===== src/rtl/vga_pkg.sv =====
// Shared types, default 640x480@60 timing and phase helpers for the VGA timing block.
package vga_pkg;

    typedef enum logic [1:0] {PH_ACTIVE, PH_FP, PH_SYNC, PH_BP} vga_phase_t;

    localparam int unsigned VGA_DIV_NUM  = 4;
    localparam int unsigned VGA_H_ACTIVE = 640;
    localparam int unsigned VGA_H_FP     = 16;
    localparam int unsigned VGA_H_SYNC   = 96;
    localparam int unsigned VGA_H_BP     = 48;
    localparam int unsigned VGA_V_ACTIVE = 480;
    localparam int unsigned VGA_V_FP     = 10;
    localparam int unsigned VGA_V_SYNC   = 2;
    localparam int unsigned VGA_V_BP     = 33;

    // Length of a phase, in pixels or lines depending on the axis.
    function automatic int unsigned phase_len(input vga_phase_t ph, input int unsigned active,
                                              input int unsigned fp, input int unsigned sync,
                                              input int unsigned bp);
        unique case (ph)
            PH_ACTIVE: return active;
            PH_FP:     return fp;
            PH_SYNC:   return sync;
            PH_BP:     return bp;
        endcase
    endfunction

    // Raster order of the four phases.
    function automatic vga_phase_t phase_next(input vga_phase_t ph);
        unique case (ph)
            PH_ACTIVE: return PH_FP;
            PH_FP:     return PH_SYNC;
            PH_SYNC:   return PH_BP;
            PH_BP:     return PH_ACTIVE;
        endcase
    endfunction

endpackage


===== src/rtl/pix_ce_gen.sv =====
// Pixel clock-enable: one-clk tick every P_DIV_NUM clks while enabled.
module pix_ce_gen #(
    parameter int unsigned P_DIV_NUM = 4
) (
    input  logic clk,
    input  logic rst_n,
    input  logic i_en,
    output logic o_tick
);

    localparam int unsigned CW = (P_DIV_NUM > 1) ? $clog2(P_DIV_NUM) : 1;
    localparam logic [CW-1:0] CNT_MAX = CW'(P_DIV_NUM - 1);

    logic [CW-1:0] cnt_q, cnt_d;

    // Tick on the last count; disabling clears the divider so restart is phase-aligned.
    always_comb begin
        o_tick = i_en && (cnt_q == CNT_MAX);
        cnt_d  = cnt_q;
        if (!i_en || o_tick) begin
            cnt_d = '0;
        end else begin
            cnt_d = cnt_q + CW'(1);
        end
    end

    // Divider counter register.
    always_ff @(posedge clk or negedge rst_n) begin
        if (!rst_n) begin
            cnt_q <= '0;
        end else begin
            cnt_q <= cnt_d;
        end
    end

endmodule


===== src/rtl/vga_timing_ctrl.sv =====
// VGA raster timing: H/V phase FSMs advanced by a pixel clock-enable, registered outputs.
module vga_timing_ctrl
    import vga_pkg::*;
#(
    parameter int unsigned P_DIV_NUM  = VGA_DIV_NUM,
    parameter int unsigned P_H_ACTIVE = VGA_H_ACTIVE,
    parameter int unsigned P_H_FP     = VGA_H_FP,
    parameter int unsigned P_H_SYNC   = VGA_H_SYNC,
    parameter int unsigned P_H_BP     = VGA_H_BP,
    parameter int unsigned P_V_ACTIVE = VGA_V_ACTIVE,
    parameter int unsigned P_V_FP     = VGA_V_FP,
    parameter int unsigned P_V_SYNC   = VGA_V_SYNC,
    parameter int unsigned P_V_BP     = VGA_V_BP,
    parameter bit          P_HS_POL   = 1'b0,
    parameter bit          P_VS_POL   = 1'b0,
    localparam int unsigned H_TOTAL   = P_H_ACTIVE + P_H_FP + P_H_SYNC + P_H_BP,
    localparam int unsigned V_TOTAL   = P_V_ACTIVE + P_V_FP + P_V_SYNC + P_V_BP,
    localparam int unsigned XW        = $clog2(H_TOTAL),
    localparam int unsigned YW        = $clog2(V_TOTAL)
) (
    input  logic          clk,
    input  logic          rst_n,
    input  logic          i_en,
    output logic          o_pix_ce,
    output logic          o_hsync,
    output logic          o_vsync,
    output logic          o_de,
    output logic [XW-1:0] o_x,
    output logic [YW-1:0] o_y,
    output logic          o_line_start,
    output logic          o_frame_start
);

    if (P_DIV_NUM < 1 || P_H_ACTIVE < 1 || P_H_FP < 1 || P_H_SYNC < 1 || P_H_BP < 1 ||
        P_V_ACTIVE < 1 || P_V_FP < 1 || P_V_SYNC < 1 || P_V_BP < 1) begin : g_bad_params
        $error("vga_timing_ctrl: divider and every phase length must be >= 1");
    end

    localparam logic [XW-1:0] X_LAST = XW'(H_TOTAL - 1);
    localparam logic [YW-1:0] Y_LAST = YW'(V_TOTAL - 1);

    logic tick;

    pix_ce_gen #(
        .P_DIV_NUM(P_DIV_NUM)
    ) u_pix_ce_gen (
        .clk   (clk),
        .rst_n (rst_n),
        .i_en  (i_en),
        .o_tick(tick)
    );

    // Axis state describes the pixel/line that the next tick will emit.
    vga_phase_t    h_ph_q, h_ph_d, v_ph_q, v_ph_d;
    logic [XW-1:0] h_cnt_q, h_cnt_d, h_x_q, h_x_d;
    logic [YW-1:0] v_cnt_q, v_cnt_d, v_y_q, v_y_d;
    logic          h_wrap, v_adv;

    assign h_wrap = (h_x_q == X_LAST);
    assign v_adv  = tick && h_wrap;

    // Horizontal FSM: per-phase down-counter, position counter wraps at end of line.
    always_comb begin
        h_ph_d  = h_ph_q;
        h_cnt_d = h_cnt_q;
        h_x_d   = h_x_q;
        if (!i_en) begin
            h_ph_d  = PH_ACTIVE;
            h_cnt_d = XW'(P_H_ACTIVE - 1);
            h_x_d   = '0;
        end else if (tick) begin
            h_x_d = h_wrap ? '0 : h_x_q + XW'(1);
            if (h_cnt_q == '0) begin
                h_ph_d  = phase_next(h_ph_q);
                h_cnt_d = XW'(phase_len(phase_next(h_ph_q), P_H_ACTIVE, P_H_FP, P_H_SYNC,
                                        P_H_BP) - 1);
            end else begin
                h_cnt_d = h_cnt_q - XW'(1);
            end
        end
    end

    // Vertical FSM: same pattern in lines, stepped only at end of line.
    always_comb begin
        v_ph_d  = v_ph_q;
        v_cnt_d = v_cnt_q;
        v_y_d   = v_y_q;
        if (!i_en) begin
            v_ph_d  = PH_ACTIVE;
            v_cnt_d = YW'(P_V_ACTIVE - 1);
            v_y_d   = '0;
        end else if (v_adv) begin
            v_y_d = (v_y_q == Y_LAST) ? '0 : v_y_q + YW'(1);
            if (v_cnt_q == '0) begin
                v_ph_d  = phase_next(v_ph_q);
                v_cnt_d = YW'(phase_len(phase_next(v_ph_q), P_V_ACTIVE, P_V_FP, P_V_SYNC,
                                        P_V_BP) - 1);
            end else begin
                v_cnt_d = v_cnt_q - YW'(1);
            end
        end
    end

    // Axis state registers.
    always_ff @(posedge clk or negedge rst_n) begin
        if (!rst_n) begin
            h_ph_q  <= PH_ACTIVE;
            h_cnt_q <= XW'(P_H_ACTIVE - 1);
            h_x_q   <= '0;
            v_ph_q  <= PH_ACTIVE;
            v_cnt_q <= YW'(P_V_ACTIVE - 1);
            v_y_q   <= '0;
        end else begin
            h_ph_q  <= h_ph_d;
            h_cnt_q <= h_cnt_d;
            h_x_q   <= h_x_d;
            v_ph_q  <= v_ph_d;
            v_cnt_q <= v_cnt_d;
            v_y_q   <= v_y_d;
        end
    end

    // Output registers: load the current pixel on tick, hold between ticks, pulses self-clear.
    always_ff @(posedge clk or negedge rst_n) begin
        if (!rst_n) begin
            o_pix_ce      <= 1'b0;
            o_hsync       <= ~P_HS_POL;
            o_vsync       <= ~P_VS_POL;
            o_de          <= 1'b0;
            o_x           <= '0;
            o_y           <= '0;
            o_line_start  <= 1'b0;
            o_frame_start <= 1'b0;
        end else if (!i_en) begin
            o_pix_ce      <= 1'b0;
            o_hsync       <= ~P_HS_POL;
            o_vsync       <= ~P_VS_POL;
            o_de          <= 1'b0;
            o_x           <= '0;
            o_y           <= '0;
            o_line_start  <= 1'b0;
            o_frame_start <= 1'b0;
        end else if (tick) begin
            o_pix_ce      <= 1'b1;
            o_hsync       <= (h_ph_q == PH_SYNC) ? P_HS_POL : ~P_HS_POL;
            o_vsync       <= (v_ph_q == PH_SYNC) ? P_VS_POL : ~P_VS_POL;
            o_de          <= (h_ph_q == PH_ACTIVE) && (v_ph_q == PH_ACTIVE);
            o_x           <= h_x_q;
            o_y           <= v_y_q;
            o_line_start  <= (h_x_q == '0);
            o_frame_start <= (h_x_q == '0) && (v_y_q == '0);
        end else begin
            o_pix_ce      <= 1'b0;
            o_line_start  <= 1'b0;
            o_frame_start <= 1'b0;
        end
    end

endmodule


===== config.mk =====
export PLATFORM = sky130hd
export DESIGN_NAME = vga_timing_ctrl
export DESIGN_NICKNAME = d
export VERILOG_FILES = /design/src/rtl/vga_pkg.sv /design/src/rtl/pix_ce_gen.sv /design/src/rtl/vga_timing_ctrl.sv
export SDC_FILE = /design/constraint.sdc
export NUM_CORES = 1
export LEC_CHECK = 0
export CAP_MARGIN = 20
export CORE_MARGIN = 1.5
export CORE_UTILIZATION = 53
export CTS_CLUSTER_SIZE = 10
export DETAILED_ROUTE_END_ITERATION = 7
export PLACE_DENSITY_LB_ADDON = 0.3
export SLEW_MARGIN = 40
export SYNTH_ARGS = -nofsm -noshare
export SYNTH_HDL_FRONTEND = slang
export SYNTH_SLANG_ARGS = --single-unit

===== constraint.sdc =====
create_clock -name clk -period 2.3 [get_ports clk]
set_input_delay 0.46 -clock clk [delete_from_list [all_inputs] [get_ports clk]]
set_output_delay 0.46 -clock clk [all_outputs]
set_load 0.02 [all_outputs]

Yosys cells after proc, flatten, opt, wreduce, memory -nomap -nowiden:

Index checks and enable logic that the tools add are counted.

* shifts and indexed selects: 0
* bitwise operators: 0
* eq/ne operators: 19
* add/sub/neg operators: 7
* div/mod/pow operators: 0
* mux-type cells: 49
* reduce and logical (&&, ||, !) cells: 16
* multipliers: 0
* $lt $le $gt $ge: 0

Operator list (count)
* $mux W10: 22
* $pmux W10 S4: 2
* $logic_not A10 Y1: 4
* $sub A10 B1 Y10 const B: 4
* $add A10 B1 Y10 const B: 2
* $eq A10 B10 Y1 const B: 2
* $eq A2 B2 Y1 const B: 9
* $mux W2: 9
* $pmux W2 S4: 2
* $mux W1: 14
* $eq A2 B1 Y1 const B: 4
* $logic_not A2 Y1: 4
* $ne A2 B1 Y1 const B: 4
* $logic_and A1 B1 Y1: 4
* $reduce_and A2 Y1: 2
* $add A2 B1 Y2 const B: 1
* $logic_not A1 Y1: 1
* $logic_or A1 B1 Y1: 1

* input bits: 3
* latch bits: 0
* memory bits (read-only): 0
* output and inout port bits: 26
* memories kept: 0
* bits in registers: 72
* RAM bits: 0

Longest topological paths before layout:

* depth in word-level cells: 14
* depth in mapped cells: 9
* gate-level depth less buffers: 9

Hierarchy:

Synthesis repeated with hierarchy kept, for this count alone.

* cells, all modules: 424
* area total of the unflattened synthesis: 3943.8 µm²

By module, submodules not included
* vga_timing_ctrl: cells an instance 418, instances 1, area an instance 3852.4 µm²
* pix_ce_gen: cells an instance 6, instances 1, area an instance 91.3 µm²

Worst setup path after synthesis:

Ideal clock, no wire load.

* path type: register to register
* from: register v_ph_q[0]
* to: register v_cnt_q[8]
* arrival time: 2.374 ns
* buffers on the path: 0
* stages on the path, launching flop included: 10
* clock period less this slack: 2.463 ns
* slack: -0.163 ns
* setup time: 0.089 ns
* cell sequence: dfrtp_1 > inv_1 > ha_1 > or3_1 > a31oi_1 > ha_1 > nand2_1 > a2111o_1 > o211a_1 > a211oi_1

* cells in the longest elaborated chain, start to end: 14
* elaborated cells between the ends (all ways): 20

RTL lines
* start: declaration: RTL line vga_timing_ctrl.sv:54 `vga_phase_t h_ph_q, h_ph_d, v_ph_q, v_ph_d;`
* start signal: assignment: RTL line vga_timing_ctrl.sv:117 `v_ph_q <= v_ph_d;`
* $eq A2 B2 Y1 (tied with other cells): RTL line vga_pkg.sv:30 `unique case (ph)`
* $pmux W2 S4 *: RTL line vga_pkg.sv:30
* $mux W2 *: RTL line vga_timing_ctrl.sv:94 `if (v_cnt_q == '0) begin`
* $mux W2 *: RTL line vga_timing_ctrl.sv:92 `end else if (v_adv) begin`
* $mux W2 *: RTL line vga_timing_ctrl.sv:88 `if (!i_en) begin`
* $eq A2 B2 Y1 (tied with other cells): RTL line vga_pkg.sv:20 `unique case (ph)`
* $pmux W10 S4 *: RTL line vga_pkg.sv:20
* $mux W10 *: RTL line vga_timing_ctrl.sv:94
* $mux W10 *: RTL line vga_timing_ctrl.sv:92
* $mux W10 *: RTL line vga_timing_ctrl.sv:88
* $sub A10 B1 Y10 *: RTL line vga_timing_ctrl.sv:97 `P_V_BP) - 1);`
* $mux W10 *: RTL line vga_timing_ctrl.sv:94
* $mux W10 *: RTL line vga_timing_ctrl.sv:92
* $mux W10 *: RTL line vga_timing_ctrl.sv:88
* end signal: assignment: RTL line vga_timing_ctrl.sv:111 `v_cnt_q <= YW'(P_V_ACTIVE - 1);`
* end signal: assignment: RTL line vga_timing_ctrl.sv:118 `v_cnt_q <= v_cnt_d;`
* end: declaration: RTL line vga_timing_ctrl.sv:56 `logic [YW-1:0] v_cnt_q, v_cnt_d, v_y_q, v_y_d;`

Every way passes the cells marked *; elsewhere a longest branch is shown, timed or not. The select of a mux whose other input is x is not followed.
A chain may end at the register's enable or synchronous reset.

Worst setup path in the final report:

* from: register v_ph_q[1]
* to: register v_cnt_q[8]

Same word-level chain as after synthesis.

==> flow_summary_export.csv <==
group,metric,value,unit
run_status,status,"complete, but fails checks",
run_status,violations,"setup timing",
global_routing,grt_pass1_wl,15880,µm
timing,relSlewSlack,62.22,%
clock_network,root_buffer,"clkbuf_8",
power,max-vdd-ir-drop,438.3,µV
clock_network,clkSinkCount,72,
placement,gp_congestion,0.8655,
critical_path,cp-end-kind,"register",
critical_path,critPathRequiredTime,2570,ps
min_path,hp-class,"in -> async",
drt,vias_per_cell,5.838,
drt,vias,3462,
timing,setup_viol,2,
timing,tightestPinTransition,563.3,ps
die,dieArea,8038,µm²
clock_network,htree_levels,3,
synth,synthCells,419,
placement,place_area,4661,µm²
die,die_y,89.66,µm
critical_path,critPathMaxFanout,4,
timing,max_freq,417.0,MHz
synth,yosys.area.top_type,"dfrtp_1",
die,top_level_ports,29,
placement,io_buffers,28,
finish,synthToLayoutAreaGrowth,26.41,%
finish,final_common_cell,"dfrtp_1",
synth,synth_area,3980,µm²
critical_path,startpoint_type,"register",
placement,hpwl,6543,µm
global_routing,grt_max_degree,30,
drt,wl_per_cell,16.19,µm
finish,drive_gt1_share,23.48,%
global_routing,grt_overflow,0,
timing,drv_slew,0,
die,fp.coreArea,7253,µm²
global_routing,track_usage,25.88,%
synth,ys_warn_count,0,
synth,synth_area_per_cell,9.499,µm²
timing,fin_crit,2398,ps
die,initial_core_util,54.87,%
timing,fin_setup_tns,-167.4,ps
critical_path,cp_data_arrival_time,2670,ps
clock_network,clockBufferDepth,2,
clock_network,clkLatencyLatePin,340,ps
critical_path,reg2reg_slack,-100,ps
synth,synthDistinctLibCells,59,
global_routing,grt_pass1_vias,3430,
critical_path,crit_type,"reg -> reg",
clock_network,cts_buffers,9,
synth,synth-main-ff-cell,"dfrtp_1",
drt,routed_wl,9601,µm
drt,first_iter_violations,182,
finish,diodes,0,
synth,synth_edf_count,0,
job,max_cap_viol_count,0,
timing,fin_crit_sh,104.3,%
clock_network,holdBufCountCts,0,
synth,async_reset_ff_share,100.0,%
timing,skew,8.852,ps
power,powerDensity,511.2,nW/µm²
finish,stdcell_area,5031,µm²
clock_network,clk_pin_slew_worst_paths,70,ps
finish,nNetsFinal,510,
timing,layout_setup_ws,-98.33,ps
synth,ys_seq_area_share,45.83,%
drt,first_pass_iters,4,
synth,ys_ff_latch,72,
die,dieWidth,89.66,µm
timing,hold_viol,0,
timing,rsz0062_at_grt,"yes",
global_routing,antenna_found_initial,0,
synth,syn_nets,439,
drt,drc_errors,0,
finish,layout_common_cells,"dfrtp_1 (54), buf_4 (50), nor2_1 (44)",
synth,yosysTopAreaCellShare,33.95,%
clock_network,cts_tree,"built",
power,p_leak,0.002167,µW
die,rows,31,
synth,netlist_top_cells_area,"dfrtp_1 (34%), dfstp_2 (12%), mux2i_1 (5.5%)",
drt,ant_nets,0,
-- report_power, final --
part	internal [µW]	total (µW)	leakage [µW]	switching (µW)
clock network	663	1120	0.000112	459
logic	60.1	163	0.00111	102
registers	1280	1290	0.000941	7.75
-- worst max-delay path, stage by stage (launching register included) --
cell and delay, ps:
dfrtp_1 390, inv_2 80, ha_4 280, buf_4 140
o21ai_0 190, a31oi_4 190, ha_2 200, nand2_2 50
a2111o_1 370, buf_6 150, nor4b_4 230, a211oi_2 50
-- registers in the layout, indices dropped and copies added, names as in the netlist, 10 cells and up --
| name | count |
|---|---|
| h_cnt_q | 10 |
| h_x_q | 10 |
| v_y_q | 10 |
| o_y | 10 |
| v_cnt_q | 10 |
| o_x | 10 |
-- layout make-up --
type	count	area (µm²)
tap	99	123.9
multi-input combinational	308	2110
timing repair buffer	80	681.9
inverter	19	71.32
clock inverter	3	65.06
sequential	72	1824
clock buffer	12	155.1
fill	558	2222
-- timing repair --
item | 4_1_cts | 5_1_grt
buffers inserted | 3 | 4
resized for setup | 8 | 9
pin swaps | 2 | 7
hold endpoints to repair | 0 | 0
endpoints found under the setup margin | 2 | 5
-- layer usage --
layer | vias up | wire length [µm] | track usage, % | part of all wire, %
met5 | - | 0 | 0 | 0
met4 | 0 | 167 | 9.510 | 1.7
met3 | 16 | 406 | 5.484 | 4.2
met2 | 99 | 4865 | 44.10 | 51
met1 | 1700 | 4161 | 32.47 | 43
li1 | 1647 | - | - | -
-- synth_stat cells (3+ instances only) --
| cell | n |
|---|---|
| dfrtp_1 | 54 |
| nor2_1 | 44 |
| nand2_1 | 41 |
| a21oi_1 | 28 |
| o21ai_0 | 25 |
| mux2i_1 | 22 |
| dfstp_2 | 18 |
| inv_1 | 18 |
| ha_1 | 17 |
| clkbuf_1 | 14 |
| nand3_1 | 10 |
| and3_1 | 9 |
| nor3_1 | 9 |
| nor4_1 | 8 |
| a21o_1 | 7 |
| or3_1 | 7 |
| a31oi_1 | 6 |
| nand4_1 | 5 |
| nor3b_1 | 5 |
| xor2_1 | 5 |
| a211oi_1 | 4 |
| and2_1 | 4 |
| buf_2 | 4 |
| o31ai_1 | 4 |
| a2111o_1 | 3 |
| o22ai_1 | 3 |
| or2_2 | 3 |
| or4_1 | 3 |
| xnor2_1 | 3 |
-- worst paths after layout --
kind	startpoint	to	cells past startpoint
max	v_ph_q[1]$_DFFE_PN0P_	v_cnt_q[8]$_DFFE_PN1P_	11
min	rst_n	o_de$_DFFE_PN0P_	1
max in group asynchronous	rst_n	v_cnt_q[6]$_DFFE_PN1P_	2
min in group clk	u_pix_ce_gen.cnt_q[0]$_DFF_PN0_	u_pix_ce_gen.cnt_q[0]$_DFF_PN0_	1
max reg2reg	v_ph_q[1]$_DFFE_PN0P_	v_cnt_q[8]$_DFFE_PN1P_	11
min reg2reg	u_pix_ce_gen.cnt_q[0]$_DFF_PN0_	u_pix_ce_gen.cnt_q[0]$_DFF_PN0_	1
-- per-stage QoR --
step | worst slack (ps) | hold slack, ps | std cells | total power, µW | utilization (%)
after detailed placement | -106.6 | 437.3 | 571 | 1470 | 64.26
after CTS | -98.86 | 82.49 | 589 | 2590 | 68.16
final | -98.33 | 66.88 | 593 | 2572 | 69.36
after floorplan | -27.37 | 164.4 | 419 | 1388 | -
after global routing | -184.4 | 94.16 | 593 | 2669 | 69.36
after global placement | -28.77 | 427.0 | 571 | 1467 | 64.26
-- cell families after synthesis --
kind of cell             Yosys count  synth area share (%)
AO/OA/AOI/OAI                    100                 16.38
XOR/XNOR                           8                 1.761
adder cells (fa/ha/maj)           17                 5.344
buffers and inverters             39                 4.087
flip-flops                        72                 45.83
multiplexers                      23                 5.816
AND/OR/NAND/NOR                  160                 20.78
No activity file was read; power rests on OpenSTA's default activity.
==> RTL change 1, RTL diff (same settings) <==
The package constant `VGA_V_BP` goes from 33 to 66.
--- a/src/rtl/vga_pkg.sv
+++ b/src/rtl/vga_pkg.sv
@@ -12,5 +12,5 @@
     localparam int unsigned VGA_V_FP     = 10;
     localparam int unsigned VGA_V_SYNC   = 2;
-    localparam int unsigned VGA_V_BP     = 33;
+    localparam int unsigned VGA_V_BP     = 66;
 
     // Length of a phase, in pixels or lines depending on the axis.
Formal check against the unedited RTL: same outputs for any inputs over 10 cycles, from zero or initial values and one cycle with rst_n low; that may be too few to reach the edited logic, so the function may still have changed.
==> RTL change 1 against the unedited design <==
- clock power decreased by 21%
- first-iteration DRC count decreased by 2.2%
- count of clock-buffer cells in the layout unchanged
- synthesized area decreased by 4.8%
- routed wire length decreased by 16%
- worst hold slack got worse by 18 ps
- setup slack improved by 340 ps
- design area decreased by 12%
- total power decreased by 7.8%
- non-clock buffer count decreased by 36
- sequential cell count unchanged
- combinational power increased by 6%
- critical path type unchanged
==> RTL change 1: results (changes against the unedited design) <==
clock latency on the worst-skew pair -> 350 ps
DR WL met2 -> 3810 um (-22%)
CP startpoint -> h_cnt_q[0]
leakage -> 1.83 nW (-16%)
Min-Delay Path Class -> input pin to asynchronous set/reset pin
first-pass GRT wire length -> 13,800 um (-13%)
crit-path max FO -> 5 (+1)
total track usage -> 23.5% (-2.4 points)
met3 wire len -> 325 um (-20%)
crit path max-delay cell type -> or3b_2
syn nets -> 414 (-5.7%)
M1 GR Usage -> 31.7% (-0.79 points)
GPL Wtd Cong -> 0.903 (+4.3%)
via count -> 3,005 (-13%)
hpwl dp -> 5610 um (-14%)
routing usage on met2 -> 37.3% (-6.8 points)
GR Util met3 -> 6.31% (+0.83 points)
share of cells above drive strength 1 -> 14.8% (-8.6 points)
M1 WL -> 3910 um (-6.0%)
Placed Area -> 4250 um^2 (-8.9%)
Layout Skew -> 10.5 ps (+1.63 ps)
Post-CTS Setup Inserts -> 0 (-3)
Commonest cells post-synth -> dfrtp_1, nor2_1, nand2_1
largest delay contributor family on the critical path -> simple AND/OR/NAND/NOR gates
synth top area cells -> dfrtp_1, dfstp_2, mux2i_1, ha_1, nor2_1
cts repair resizes -> 0 (-8)
Peak supply drop -> 366 uV (-16%)
Worst Tran Pin Value -> 512 ps (-50.9 ps)
Final nets -> 453 (-11%)
sequential share of the synthesized area -> 48.2% (+2.3 points)
FF-to-FF setup slack -> 240 ps (+340 ps)
CP max stage delay -> 520 ps (+130 ps)
DR WL/cell -> 15.2 um (-6.2%)
Cell variety after synth -> 57 (-3.4%)
R2R cell count -> 6 (-5)
status -> finished, final reports clean
DR iter-0 viols -> 178 (-2.2%)
## RTL change 1: how the worst min path moves through the flow
stage          startpoint  slack, ps  cells past startpoint               endpoint
6_report            rst_n         50                      1             h_cnt_q[8]
5_1_grt             rst_n         60                      1  u_pix_ce_gen.cnt_q[1]
4_1_cts             rst_n         40                      1  u_pix_ce_gen.cnt_q[0]
3_5_place_dp        rst_n        430                      1             h_cnt_q[8]
3_3_place_gp        rst_n        420                      1             h_cnt_q[8]
2_1_floorplan       rst_n        160                      0             h_cnt_q[7]
## RTL change 1: where the power goes
part           total [mW]  internal, mW  switching [mW]
Clock               0.885         0.415           0.470
Combinational       0.172        0.0631           0.109
Sequential           1.31          1.29          0.0253
Total                2.37          1.77           0.605
## RTL change 1: kinds of logic (layout without fill, tap and decap cells)
kind of cell             count (synthesis)  count (layout)  synth area share (%)
AND/OR/NAND/NOR                        167             167                  22.3
AO/OA/AOI/OAI                           73              73                  12.1
flip-flops                              72              72                  48.2
buffers and inverters                   33              77                  3.60
multiplexers                            23              23                  6.11
adder cells (fa/ha/maj)                 17              17                  5.61
XOR/XNOR                                 9               9                  2.08
## RTL change 1: area by class of cell
class / instances / area (um^2)
clock buffers: 12 / 145
multi-input cells: 289 / 1830
well taps: 96 / 120
flip-flops and latches: 72 / 1820
repair buffers: 44 / 408
clock inverters: 4 / 20.0
inverters: 17 / 63.8
fillers: 582 / 2460
## RTL change 1: stage by stage
step                      total power, mW  worst slack (ps)  cells
after global placement               1.51               249    518
after global routing                 2.48              99.7    534
after floorplan                      1.43               402    394
after CTS                            2.40               267    534
after detailed placement             1.51               173    518
final                                2.37               242    534
## RTL change 1: worst reg2reg max path: stages (launching register included)
cell and delay [ps]:
dfstp_2 390, inv_1 50, ha_1 210, or3b_2 520, nor2_1 250, nand3_1 210, a211oi_1 320
==> RTL change 2, RTL diff (same settings) <==
Made on the original files. The 4 values of `vga_phase_t` get a Gray code encoding in 2 bits.
--- a/src/rtl/vga_pkg.sv
+++ b/src/rtl/vga_pkg.sv
@@ -2,5 +2,5 @@
 package vga_pkg;
 
-    typedef enum logic [1:0] {PH_ACTIVE, PH_FP, PH_SYNC, PH_BP} vga_phase_t;
+    typedef enum logic [1:0] {PH_ACTIVE = 2'b00, PH_FP = 2'b01, PH_SYNC = 2'b11, PH_BP = 2'b10} vga_phase_t;
 
     localparam int unsigned VGA_DIV_NUM  = 4;
Behaviour: no difference found for any inputs over 10 cycles, from zero or initial values and one cycle with rst_n low; not proved beyond that.
==> RTL change 2 against the unedited design <==
- the flow still finishes with violations (negative setup slack)
- synthesized area fell by 3.7%
- sequential power about the same
- worst hold slack improved by 28 ps
- total power up 2.5%
- setup slack better by 78 ps
- routed wire length is 4.7% lower
- design area down 6.0%
- sequential cell count is the same
- critical path type unchanged
==> RTL change 2: results (changes against the unedited design) <==
status -> complete, but fails checks
violated checks -> negative setup slack
clock latency on the worst-skew pair -> 350 ps
post-synthesis adder-cell area fraction -> 4.57% (-0.78 points)
setup TNS -> -35.6 ps (+132 ps)
sw frac -> 22.1% (+0.023 points)
yosys warns -> 0 (unchanged)
syn nets -> 420 (-4.3%)
power density cells -> 558 nW/um^2 (+9.1%)
Cell variety after synth -> 58 (-1.7%)
IO buf count -> 28 (unchanged)
first-pass GRT wire length -> 14,700 um (-7.3%)
hold_buf cts -> 0 (unchanged)
drt first pass iters -> 5 (+1)
crit-path max FO -> 6 (+2)
relative slew slack -> 61.2% (-1.0 points)
vias in the first global route -> 3,228 (-5.9%)
DR iter-0 viols -> 299 (+64%)
Worst-path clk slew -> 80 ps
dpl cells -> 545 (-4.6%)
ANT cells -> 0 (unchanged)
P_seq -> 1.29 mW (about the same)
hpwl dp -> 5690 um (-13%)
share of cells above drive strength 1 -> 17.8% (-5.6 points)
Synth Area in XOR/XNOR -> 1.60% (-0.16 points)
GPL Wtd Cong -> 0.895 (+3.4%)
via count -> 3,303 (-4.6%)
fraction of registers with async set/reset -> 100% (unchanged)
max-cap violation count -> 0 (unchanged)
multiplexer share of the synthesized area -> 5.52% (-0.30 points)
Comb power frac -> 5.3% (-1.0 points)
Placed Area -> 4430 um^2 (-4.9%)
Gate Count Post-Synth -> 403 (-3.8%)
Final nets -> 478 (-6.3%)
synth top area cells -> dfrtp_1, dfstp_2, mux2i_1, o21ai_0, nand2_1
Final setup viols -> 2 (unchanged)
leakage -> 2.03 nW (-6.2%)
total track usage -> 24.6% (-1.3 points)
largest net degree at the start of global routing -> 73 (+140%)
initial antenna violation count -> 0 (unchanged)
fin cells -> 561 (-5.4%)
CTS Buf Count -> 9 (unchanged)
Layout Skew -> 12.8 ps (+3.96 ps)
Commonest cells post-synth -> dfrtp_1, nand2_1, o21ai_0
Clock Path Buffers -> 2 (unchanged)
clock root cell -> clkbuf_8
CP startpoint -> v_cnt_q[3]
sequential share of the synthesized area -> 47.6% (+1.8 points)
final setup margin -> -20.2 ps (+78.1 ps)
Min-Delay Path Class -> input pin to asynchronous set/reset pin
Peak supply drop -> 420 uV (-4.3%)
H-tree Lvls -> 3 (unchanged)
Synth Area in Compound Gates -> 13.6% (-2.7 points)
pre-CTS WS -> -129 ps (-22.3 ps)
CP arrival -> 2590 ps (-80 ps)
DR WL/cell -> 16.3 um (+0.77%)
-- RTL change 2: cell count changes in the layout (fill, tap and decap cells not counted), sizes merged, moves of 4 or more --
cell	change
buf	-18
o21ai	+14
nor2	-17
nand2	+6
a21oi	-21
nor4	-7
nand2b	+4
nor3	+6
nor2b	+23
-- RTL change 2: layout make-up --
class                   instances  area [um^2]
well taps                      96          120
multi-input cells             300         1940
fillers                       527         2180
repair buffers                 62          543
inverters                      16         60.1
clock inverters                 2         60.1
clock buffers                  13          179
flip-flops and latches         72         1820
-- RTL change 2: final timing paths --
path                                    endpoint  slack (ps)  cells after the start
min in group clk           u_pix_ce_gen.cnt_q[0]         450                      1
max in group asynchronous             v_cnt_q[4]        1830                      2
setup / recovery                      v_cnt_q[6]         -20                      8
setup reg to reg                      v_cnt_q[6]         -20                      8
hold reg to reg            u_pix_ce_gen.cnt_q[0]         450                      1
hold / removal                         h_ph_q[0]          90                      2
-- RTL change 2: metal layers --
| layer | track usage, % | up-vias | wire length (um) |
|---|---|---|---|
| met2 | 39.6 | 129 | 4450 |
| li1 | - | 1542 | - |
| met5 | 0 | - | 0 |
| met3 | 4.24 | 27 | 404 |
| met1 | 32.1 | 1605 | 4070 |
| met4 | 12.5 | 0 | 223 |
-- RTL change 2: cells by family after synthesis --
logic type	Yosys count
buf+inv	31
xor+xnor	7
fa+ha+maj	14
flops	72
compound gates	82
simple gates	176
mux	21
-- RTL change 2: worst max-delay path: stages, from the launching register on --
cell and delay (ps):
dfstp_2 610, nor4_2 80, and4_1 230, a31oi_2 270, ha_1 230, nand2b_1 120, nor3_1 160, o21ai_0 180
o32a_1 370
-- RTL change 2: timing repair --
action,CTS,global route
resized for setup,2,6
buffers inserted,0,1
endpoints found under the setup margin,3,7
pin swaps,0,0
